==> config.mk <==
export PLATFORM = sky130hd
export DESIGN_NAME = zr_bus_demux
export DESIGN_NICKNAME = d
export VERILOG_FILES = /design/src/rtl/zr_bus_demux.sv
export SDC_FILE = /design/constraint.sdc
export NUM_CORES = 1
export LEC_CHECK = 0
export ABC_AREA = 1
export CAP_MARGIN = 20
export CORE_AREA = 4 4 108 110
export CTS_CLUSTER_SIZE = 40
export DETAILED_ROUTE_END_ITERATION = 8
export DIE_AREA = 0 0 112 114
export GPL_TIMING_DRIVEN = 0
export SETUP_SLACK_MARGIN = 0.15
export SYNTH_ARGS = -nofsm -noshare
export SYNTH_HDL_FRONTEND = slang
export SYNTH_SLANG_ARGS = --single-unit
==> constraint.sdc <==
create_clock -name clk -period 5.7 [get_ports clk]
set_clock_uncertainty 0.15 [all_clocks]
set_input_delay 1.14 -clock clk [delete_from_list [all_inputs] [get_ports clk]]
set_output_delay 1.14 -clock clk [all_outputs]
set_load 0.02 [all_outputs]
==> src/rtl/zr_bus_demux.sv <==
// zr_bus_demux
//   Single-initiator to N_TARGETS-target bus demultiplexer. The request
//   channel is decoded from addr_i and routed combinationally to one target.
//   Responses come back strictly in order: a new target is only selected once
//   every transfer outstanding at the previous target has returned.
//
// Parameters
//   N_TARGETS       number of target ports (1..8)
//   MAX_OUTSTANDING granted requests that may await rvalid (1..7)
//   ADDR_BASE/MASK  per-target base address and offset mask, index 0 lowest
//
// Ports
//   clk, rst_n                    clock, asynchronous active-low reset
//   req_i/gnt_o                   initiator request handshake
//   addr_i, we_i, be_i, wdata_i   initiator request payload
//   rvalid_o, rdata_o, err_o      initiator response (rdata_o is 0 when idle)
//   t_req_o/t_gnt_i               per-target request handshake
//   t_addr_o, t_we_o, t_be_o,
//   t_wdata_o                     request payload broadcast to all targets
//   t_rvalid_i, t_rdata_i,
//   t_err_i                       per-target responses
//
// Build option
//   ZR_BUS_DEMUX_DECERR_EN  unmapped addresses are answered by an internal
//                           responder (pseudo-target N_TARGETS): granted at
//                           once, rvalid_o with err_o=1 and rdata_o=0 one cycle
//                           later. Undefined: unmapped requests are never
//                           granted.
module zr_bus_demux #(
  parameter int unsigned                N_TARGETS       = 3,
  parameter int unsigned                MAX_OUTSTANDING = 2,
  parameter logic [N_TARGETS-1:0][31:0] ADDR_BASE       = {32'h0000_4000, 32'h0000_0000, 32'h8000_0000},
  parameter logic [N_TARGETS-1:0][31:0] ADDR_MASK       = {32'h0000_0fff, 32'h0000_3fff, 32'h0000_3fff}
) (
  input  logic                    clk,
  input  logic                    rst_n,
  input  logic                    req_i,
  output logic                    gnt_o,
  input  logic [31:0]             addr_i,
  input  logic                    we_i,
  input  logic [3:0]              be_i,
  input  logic [31:0]             wdata_i,
  output logic                    rvalid_o,
  output logic [31:0]             rdata_o,
  output logic                    err_o,
  output logic [N_TARGETS-1:0]    t_req_o,
  input  logic [N_TARGETS-1:0]    t_gnt_i,
  output logic [31:0]             t_addr_o,
  output logic                    t_we_o,
  output logic [3:0]              t_be_o,
  output logic [31:0]             t_wdata_o,
  input  logic [N_TARGETS-1:0]    t_rvalid_i,
  input  logic [N_TARGETS*32-1:0] t_rdata_i,
  input  logic [N_TARGETS-1:0]    t_err_i
);

`ifdef ZR_BUS_DEMUX_DECERR_EN
  localparam bit DECERR_EN = 1'b1;
`else
  localparam bit DECERR_EN = 1'b0;
`endif

  // Target index width includes the pseudo-target code N_TARGETS.
  localparam int unsigned TW = $clog2(N_TARGETS + 1);
  localparam int unsigned CW = $clog2(MAX_OUTSTANDING + 1);

  logic [TW-1:0] r_cur_tgt;
  logic [CW-1:0] r_cnt;
  logic          r_decerr_pend;

  logic          w_mapped;
  logic [TW-1:0] w_dec_tgt;
  logic          w_tgt_gnt;
  logic          w_sel_rvalid;
  logic          w_sel_err;
  logic [31:0]   w_sel_rdata;
  logic          w_drain_last;
  logic          w_stall;
  logic          w_go;

  assign t_addr_o  = addr_i;
  assign t_we_o    = we_i;
  assign t_be_o    = be_i;
  assign t_wdata_o = wdata_i;

  // Address decode, lowest matching index wins.
  always_comb begin
    w_mapped  = 1'b0;
    w_dec_tgt = TW'(N_TARGETS);
    for (int unsigned k = 0; k < N_TARGETS; k++) begin
      if (!w_mapped && ((addr_i & ~ADDR_MASK[k]) == (ADDR_BASE[k] & ~ADDR_MASK[k]))) begin
        w_mapped  = 1'b1;
        w_dec_tgt = TW'(k);
      end
    end
  end

  // Response mux from the target owning the outstanding transfers.
  always_comb begin
    w_sel_rvalid = DECERR_EN && (r_cur_tgt == TW'(N_TARGETS)) && r_decerr_pend;
    w_sel_err    = DECERR_EN && (r_cur_tgt == TW'(N_TARGETS));
    w_sel_rdata  = '0;
    for (int unsigned k = 0; k < N_TARGETS; k++) begin
      if (r_cur_tgt == TW'(k)) begin
        w_sel_rvalid = t_rvalid_i[k];
        w_sel_err    = t_err_i[k];
        w_sel_rdata  = t_rdata_i[k*32 +: 32];
      end
    end
  end

  assign rvalid_o = (r_cnt != '0) && w_sel_rvalid;
  assign rdata_o  = rvalid_o ? w_sel_rdata : '0;
  assign err_o    = rvalid_o && w_sel_err;

  // A response retiring in this cycle frees its slot (and, if it is the last
  // one, releases the target lock) for a request in the same cycle, so a
  // stalled request is granted in the very cycle the blocking rvalid arrives.
  assign w_drain_last = rvalid_o && (r_cnt == CW'(1));
  assign w_stall = ((r_cnt == CW'(MAX_OUTSTANDING)) && !rvalid_o) ||
                   ((r_cnt != '0) && (w_dec_tgt != r_cur_tgt) && !w_drain_last);
  assign w_go    = req_i && !w_stall;

  always_comb begin
    t_req_o   = '0;
    w_tgt_gnt = 1'b0;
    for (int unsigned k = 0; k < N_TARGETS; k++) begin
      if (w_mapped && (w_dec_tgt == TW'(k))) begin
        t_req_o[k] = w_go;
        w_tgt_gnt  = t_gnt_i[k];
      end
    end
  end

  assign gnt_o = w_go && (w_mapped ? w_tgt_gnt : DECERR_EN);

  always_ff @(posedge clk or negedge rst_n) begin
    if (!rst_n) begin
      r_cnt         <= '0;
      r_cur_tgt     <= '0;
      r_decerr_pend <= 1'b0;
    end else begin
      if (gnt_o) begin
        r_cur_tgt <= w_dec_tgt;
      end
      r_decerr_pend <= DECERR_EN && gnt_o && !w_mapped;
      if (gnt_o && !rvalid_o) begin
        r_cnt <= r_cnt + CW'(1);
      end else if (!gnt_o && rvalid_o) begin
        r_cnt <= r_cnt - CW'(1);
      end
    end
  end

endmodule

==> out/qor.txt, run 1 <==
Clock Power Share = 9.9%
Final nets = 714
GRT Overall Usage = 13.3%
FF-to-FF Start = r_cur_tgt[1]
Clk root buf = clkbuf_8
Comb power frac = 83.0%
Number of global-route vias before repair = 2,785
Hold Buf Count CTS = 0
Starting density of the core = 15.6%
Fin crit share = 80.6%
TritonCTS buffer count = 3
Critical path class = in2out
Cell variety after synth = 25
Seq. cell area = 100 um^2
First-pass GRT wire length = 13.8 mm
LEAKAGE = 1.76 nW
Row count = 38
Post-synthesis sequential area ratio = 5.99%
Synth warn = 0
#FFs+latches synth = 4
Non-Filler Cell Area, Final = 4230 um^2
Vias per std cell = 4.03
Multi-input gate area = 955 um^2
Launch point of the worst path = addr_i[14]
Switching pwr = 0.251 mW
Remaining DRCs = 0
Syn-to-layout area delta = 153%
Reg power frac = 7.1%
Drt first pass iters = 4
Setup TNS = 0 ns
Core Area = 10,700 um^2
Net Count, Synth = 475
Setup crit start kind = primary input
Slew @ Worst Pin = 0.550 ns
Clock slew at reported path FFs = 0.03 ns
Maximum Capacitance Violations = 0
Layout cells sized above 1 = 16.9%
Worst Hold Launch = r_cnt[0]
CTS tree = yes
Final core occ = 39.5%
Placed instance area = 4190 um^2
Hold slack = 0.354 ns
Vias = 2,705
Max-slew headroom = 63.4%
Die Width = 112 um
Antenna Nets Post-Route = 0
Final min period = 4.60 ns
IO buf count = 234
Total power = 0.601 mW
Diode count = 0
Fillers = 1,117
Synthesized area = 1670 um^2
RD Place Congestion = 0.861
Fin. Hold Viols = 0
Pin count of the biggest net entering global routing = 11
Critical path capture point type = output port
HPWL Detailed = 8.54 mm
Drt wl/cell = 14.4 um
Outcome = completed
DRT met1 WL = 3.58 mm
Post-synthesis cell count = 294
Switching share of power = 41.8%
I/O pin total = 284
Total gr overflow = 0
Maximum buffer depth of the clock tree = 2
Skew-Pair Late Insertion Delay = 0.22 ns
Critical path arrival = 3.31 ns
Initial DRC count = 98
Die height = 114 um
Top Layer Used = met4
Post-CTS sizing = 0
Crit Path Max Fanout = 4
Final Setup Violations = 0
Syn_area_per_cell = 5.69 um^2
Min-Delay Path Class = reg2reg
RSZ-0062 raised after global routing = false
Internal power = 0.350 mW
CTS H-tree lvls = 1
WL final = 9.65 mm
PwrDens = 142 nW/um^2
WP data required = 4.41 ns
Antenna violations before repair = 0
TritonCTS Sinks = 4
Met3 WL = 841 um
Max VDD drop = 150 uV
Wire length on met2 = 5.18 mm
Die area = 12,800 um^2
Highest Clock Rate = 218 MHz
Post-CTS Setup Bufs = 0
Slew Viols, Final = 0
-- worst max-delay path, cell delays in order --
cell             delay (ns)
clkdlybuf4s50_1        0.45
nor2_1                 0.12
nand3_1                0.09
nor2_2                 0.18
nand2_2                0.12
nor2_1                 0.17
nand2_1                0.07
nand3_1                0.15
nand3_2                0.11
inv_1                  0.10
clkdlybuf4s50_1        0.62
-- synthesized netlist by cell type --
| master | n | area share, % |
|---|---|---|
| nand2_1 | 118 | 26 |
| a21oi_1 | 1 | 0.30 |
| inv_1 | 10 | 2.2 |
| nor2_4 | 2 | 1.3 |
| xor2_1 | 1 | 0.52 |
| nand2_4 | 1 | 0.67 |
| buf_2 | 3 | 0.90 |
| inv_2 | 2 | 0.45 |
| clkbuf_1 | 8 | 1.8 |
| nand3_2 | 2 | 1.2 |
| nor2_2 | 2 | 0.75 |
| a21boi_4 | 1 | 1.1 |
| a31oi_1 | 33 | 12 |
| ha_1 | 4 | 3.0 |
| nor2_1 | 13 | 2.9 |
| buf_4 | 69 | 31 |
| dfrtp_1 | 4 | 6.0 |
| buf_1 | 1 | 0.22 |
| nor3_2 | 1 | 0.60 |
| nand2_2 | 3 | 1.1 |
| nand4_1 | 4 | 1.5 |
| nand3_1 | 8 | 2.4 |
| o21ai_0 | 1 | 0.30 |
| xnor2_1 | 1 | 0.52 |
| clkinv_2 | 1 | 0.30 |
-- logic make-up after synthesis --
kind of cell / after synthesis / share of synthesized area (%)
AO/OA/AOI/OAI: 36 / 14.1
AND/OR/NAND/NOR: 154 / 39.0
XOR/XNOR: 2 / 1.05
adder cells (fa/ha/maj): 4 / 2.99
flip-flops: 4 / 5.99
buffers and inverters: 94 / 36.9
-- routing by layer --
layer  vias up  track usage (%)
met5         -                0
met4         0            0.881
met3         4             3.50
met2       140             26.4
met1      1206             14.7
li1       1355                -
-- sequential cells by signal, indices dropped and copies added (netlist names) --
signal	flops
r_cur_tgt	2
r_cnt	2
-- final cells by class --
type	instances	share of cell area [%]
clock buffers	3	0.976
well taps	140	4.14
repair buffers	234	55.4
plain buffers	81	13.4
inverters	13	1.18
multi-input cells	196	22.6
flip-flops and latches	4	2.37
-- path summary, 6_finish.rpt --
check                          endpoint  slack [ns]  depth (start not counted)
min reg2reg                    r_cnt[0]        0.35                          1
max                               gnt_o        1.10                         11
min                            r_cnt[0]        0.35                          1
max reg2reg                    r_cnt[1]        3.56                         12
max in group asynchronous  r_cur_tgt[0]        4.23                          1
min in group asynchronous      r_cnt[0]        0.99                          1
-- cell usage in the layout (no fill, tap or decap), drive strengths merged --
cell type | synthesis | final
nand2 | 122 | 122
a31oi | 33 | 33
clkinv | 1 | 1
nor2 | 17 | 17
nand3 | 10 | 10
nand4 | 4 | 4
a21boi | 1 | 1
xor2 | 1 | 1
xnor2 | 1 | 1
inv | 12 | 12
o21ai | 1 | 1
clkbuf | 8 | 11
a21oi | 1 | 1
ha | 4 | 4
nor3 | 1 | 1
dfrtp | 4 | 4
buf | 73 | 73
clkdlybuf4s50 | 0 | 234
-- stage by stage --
stage | instances | setup WS (ns)
floorplan | 294 | 2.19
global placement | 668 | 1.11
detailed placement | 668 | 1.12
CTS | 671 | 1.11
global route | 671 | 0.913
finish | 671 | 1.10
-- power groups by stage --
| stage | Combinational, mW | Clock (mW) | Sequential [mW] |
|---|---|---|---|
| 2_1_floorplan | 0.241 | 0 | 0.0414 |
| 3_3_place_gp | 0.497 | 0 | 0.0425 |
| 3_5_place_dp | 0.503 | 0 | 0.0437 |
| 6_report | 0.499 | 0.0595 | 0.0428 |
| 4_1_cts | 0.505 | 0.0600 | 0.0434 |
| 5_1_grt | 0.531 | 0.0616 | 0.0443 |
Note: power is estimated with default switching activity, not from simulation.
==> run 2, diff against run 1 <==
- clock period: 5.7 -> 3.95 ns (I/O delays scaled with it)
==> run 2 against run 1 <==
- routed wire length hardly changed
- final area hardly changed
- combinational power up 44%
- cell count unchanged
- count of clock-buffer cells in the layout unchanged
- non-clock buffer count unchanged
- largest cell class unchanged
- highest routed layer unchanged
==> out/qor.txt, run 2 (synthesized netlist as in run 1, its figures left out) <==
Internal power = 0.505 mW (+44%)
HPWL Detailed = 8.54 mm (unchanged)
IO buf count = 234 (unchanged)
Final min period = 3.69 ns
Syn-to-layout area delta = 153% (about the same)
Antenna violations before repair = 0 (unchanged)
Diode count = 0 (unchanged)
Switching share of power = 41.8% (about the same)
Vias = 2,705 (unchanged)
Outcome = completed
Initial DRC count = 87 (-11%)
Clock slew at reported path FFs = 0.03 ns (about the same)
Maximum buffer depth of the clock tree = 2 (unchanged)
Antenna Nets Post-Route = 0 (unchanged)
Biggest regs = r_cnt (2), r_cur_tgt (2)
Die area = 12,800 um^2 (unchanged)
Min-Delay Path Class = reg2reg
PwrDens = 205 nW/um^2 (+44%)
Maximum Capacitance Violations = 0 (unchanged)
First-pass GRT wire length = 13.8 mm (unchanged)
Critical path class = in2out
Die Width = 112 um (unchanged)
Setup TNS = 0 ns (unchanged)
WL final = 9.65 mm (about the same)
RD Place Congestion = 0.861 (unchanged)
Seq. cell area = 100 um^2 (unchanged)
Fin. Hold Viols = 0 (unchanged)
TritonCTS Sinks = 4 (unchanged)
Total gr overflow = 0 (unchanged)
Setup WS post-layout = 0.256 ns (-0.848 ns)
Final core occ = 39.5% (about the same)
Core Area = 10,700 um^2 (unchanged)
Number of global-route vias before repair = 2,785 (unchanged)
Die height = 114 um (unchanged)
Skew-Pair Late Insertion Delay = 0.22 ns (about the same)
Non-Filler Cell Area, Final = 4230 um^2 (about the same)
Slew @ Worst Pin = 0.550 ns (+0.000113 ns)
Final nets = 714 (unchanged)
Final std cells w/o fill = 671 (unchanged)
Clock Power Share = 9.9% (about the same)
Comb power frac = 83.0% (about the same)
Vias per std cell = 4.03 (unchanged)
Drt first pass iters = 4 (unchanged)
Row count = 38 (unchanged)
Reg power frac = 7.1% (about the same)
GRT Overall Usage = 13.3% (unchanged)
LEAKAGE = 1.78 nW (+0.90%)
Max VDD drop = 216 uV (+44%)
Crit Path Max Fanout = 10 (+6)
CTS tree = yes
TritonCTS buffer count = 3 (unchanged)
Starting density of the core = 15.6% (unchanged)
Fin crit share = 93.5%
Hold slack = 0.354 ns (unchanged)
Remaining DRCs = 0 (unchanged)
Switching pwr = 0.362 mW (+44%)
Post-CTS Setup Bufs = 0 (unchanged)
CTS H-tree lvls = 1 (unchanged)
Clk root buf = clkbuf_8
Highest Clock Rate = 271 MHz
Total power = 0.867 mW (+44%)
Setup crit start kind = primary input
RSZ-0062 raised after global routing = false
WP data required = 3.01 ns (-1.40 ns)
Pin count of the biggest net entering global routing = 11 (unchanged)
Critical path capture point type = output port
Critical path arrival = 2.75 ns (-0.56 ns)
Layout cells sized above 1 = 16.9% (unchanged)
Fillers = 1,119 (+0.18%)
Final Setup Violations = 0 (unchanged)
Drt wl/cell = 14.4 um (about the same)
Max-slew headroom = 63.3% (about the same)
Most common cell after layout, fill and taps aside = clkdlybuf4s50_1
Cell count after placement = 668 (unchanged)
Most frequent cells in the layout = clkdlybuf4s50_1, nand2_1, buf_4
Multi-input gate area = 955 um^2 (unchanged)
Slew Viols, Final = 0 (unchanged)
I/O pin total = 284 (unchanged)
DP Worst Slack = 0.0727 ns (-1.05 ns)
Placed instance area = 4190 um^2 (unchanged)
run 2: cell types whose count changed in the layout (fill, tap and decap cells not counted), sizes merged:
cell,previous run,this run
clkdlybuf4s50,234,230
dlygate4sd2,0,3
clkdlybuf4s15,0,1
run 2: final cells by class:
class | instances | share of cell area (%)
inverters | 13 | 1.18
multi-input cells | 196 | 22.6
well taps | 140 | 4.14
repair buffers | 234 | 55.3
flip-flops and latches | 4 | 2.37
plain buffers | 81 | 13.4
clock buffers | 3 | 0.977
run 2: power by group through the flow:
stage	clock (mW)	sequential (mW)	combinational, mW
detailed placement	0	0.0631	0.726
global placement	0	0.0613	0.717
floorplan	0	0.0598	0.347
global route	0.0888	0.0640	0.767
CTS	0.0866	0.0626	0.729
finish	0.0858	0.0618	0.719
run 2: final timing paths:
kind	start	slack [ns]	end	depth (start not counted)
setup / recovery	t_rvalid_i[1]	0.26	rdata_o[7]	7
hold / removal	r_cnt[0]	0.35	r_cnt[0]	1
setup reg to reg	r_cur_tgt[1]	1.81	r_cnt[1]	12
hold reg to reg	r_cnt[0]	0.35	r_cnt[0]	1
max in group asynchronous	rst_n	2.83	r_cur_tgt[0]	1
min in group asynchronous	rst_n	0.64	r_cnt[0]	1
run 2: critical path: stages:
cell and delay (ns):
clkdlybuf4s50_1 0.45, nand2_1 0.06, nand3_2 0.12, nand2_4 0.12, buf_2 0.22, a31oi_1 0.27
clkdlybuf4s50_1 0.71
run 2: layer usage:
layer	wire [um]	track usage (%)	up-vias	part of all wire, %
met5	0	0	-	0
met4	53	0.881	0	0.55
met3	843	3.50	4	8.7
met2	5180	26.4	142	54
met1	3580	14.7	1204	37
li1	-	-	1355	-
run 2: timing repair:
| action | 4_1_cts | 5_1_grt |
|---|---|---|
| hold buffers | 0 | 0 |
| setup endpoints to repair | 4 | 1 |
| gates resized for setup | 4 | 1 |
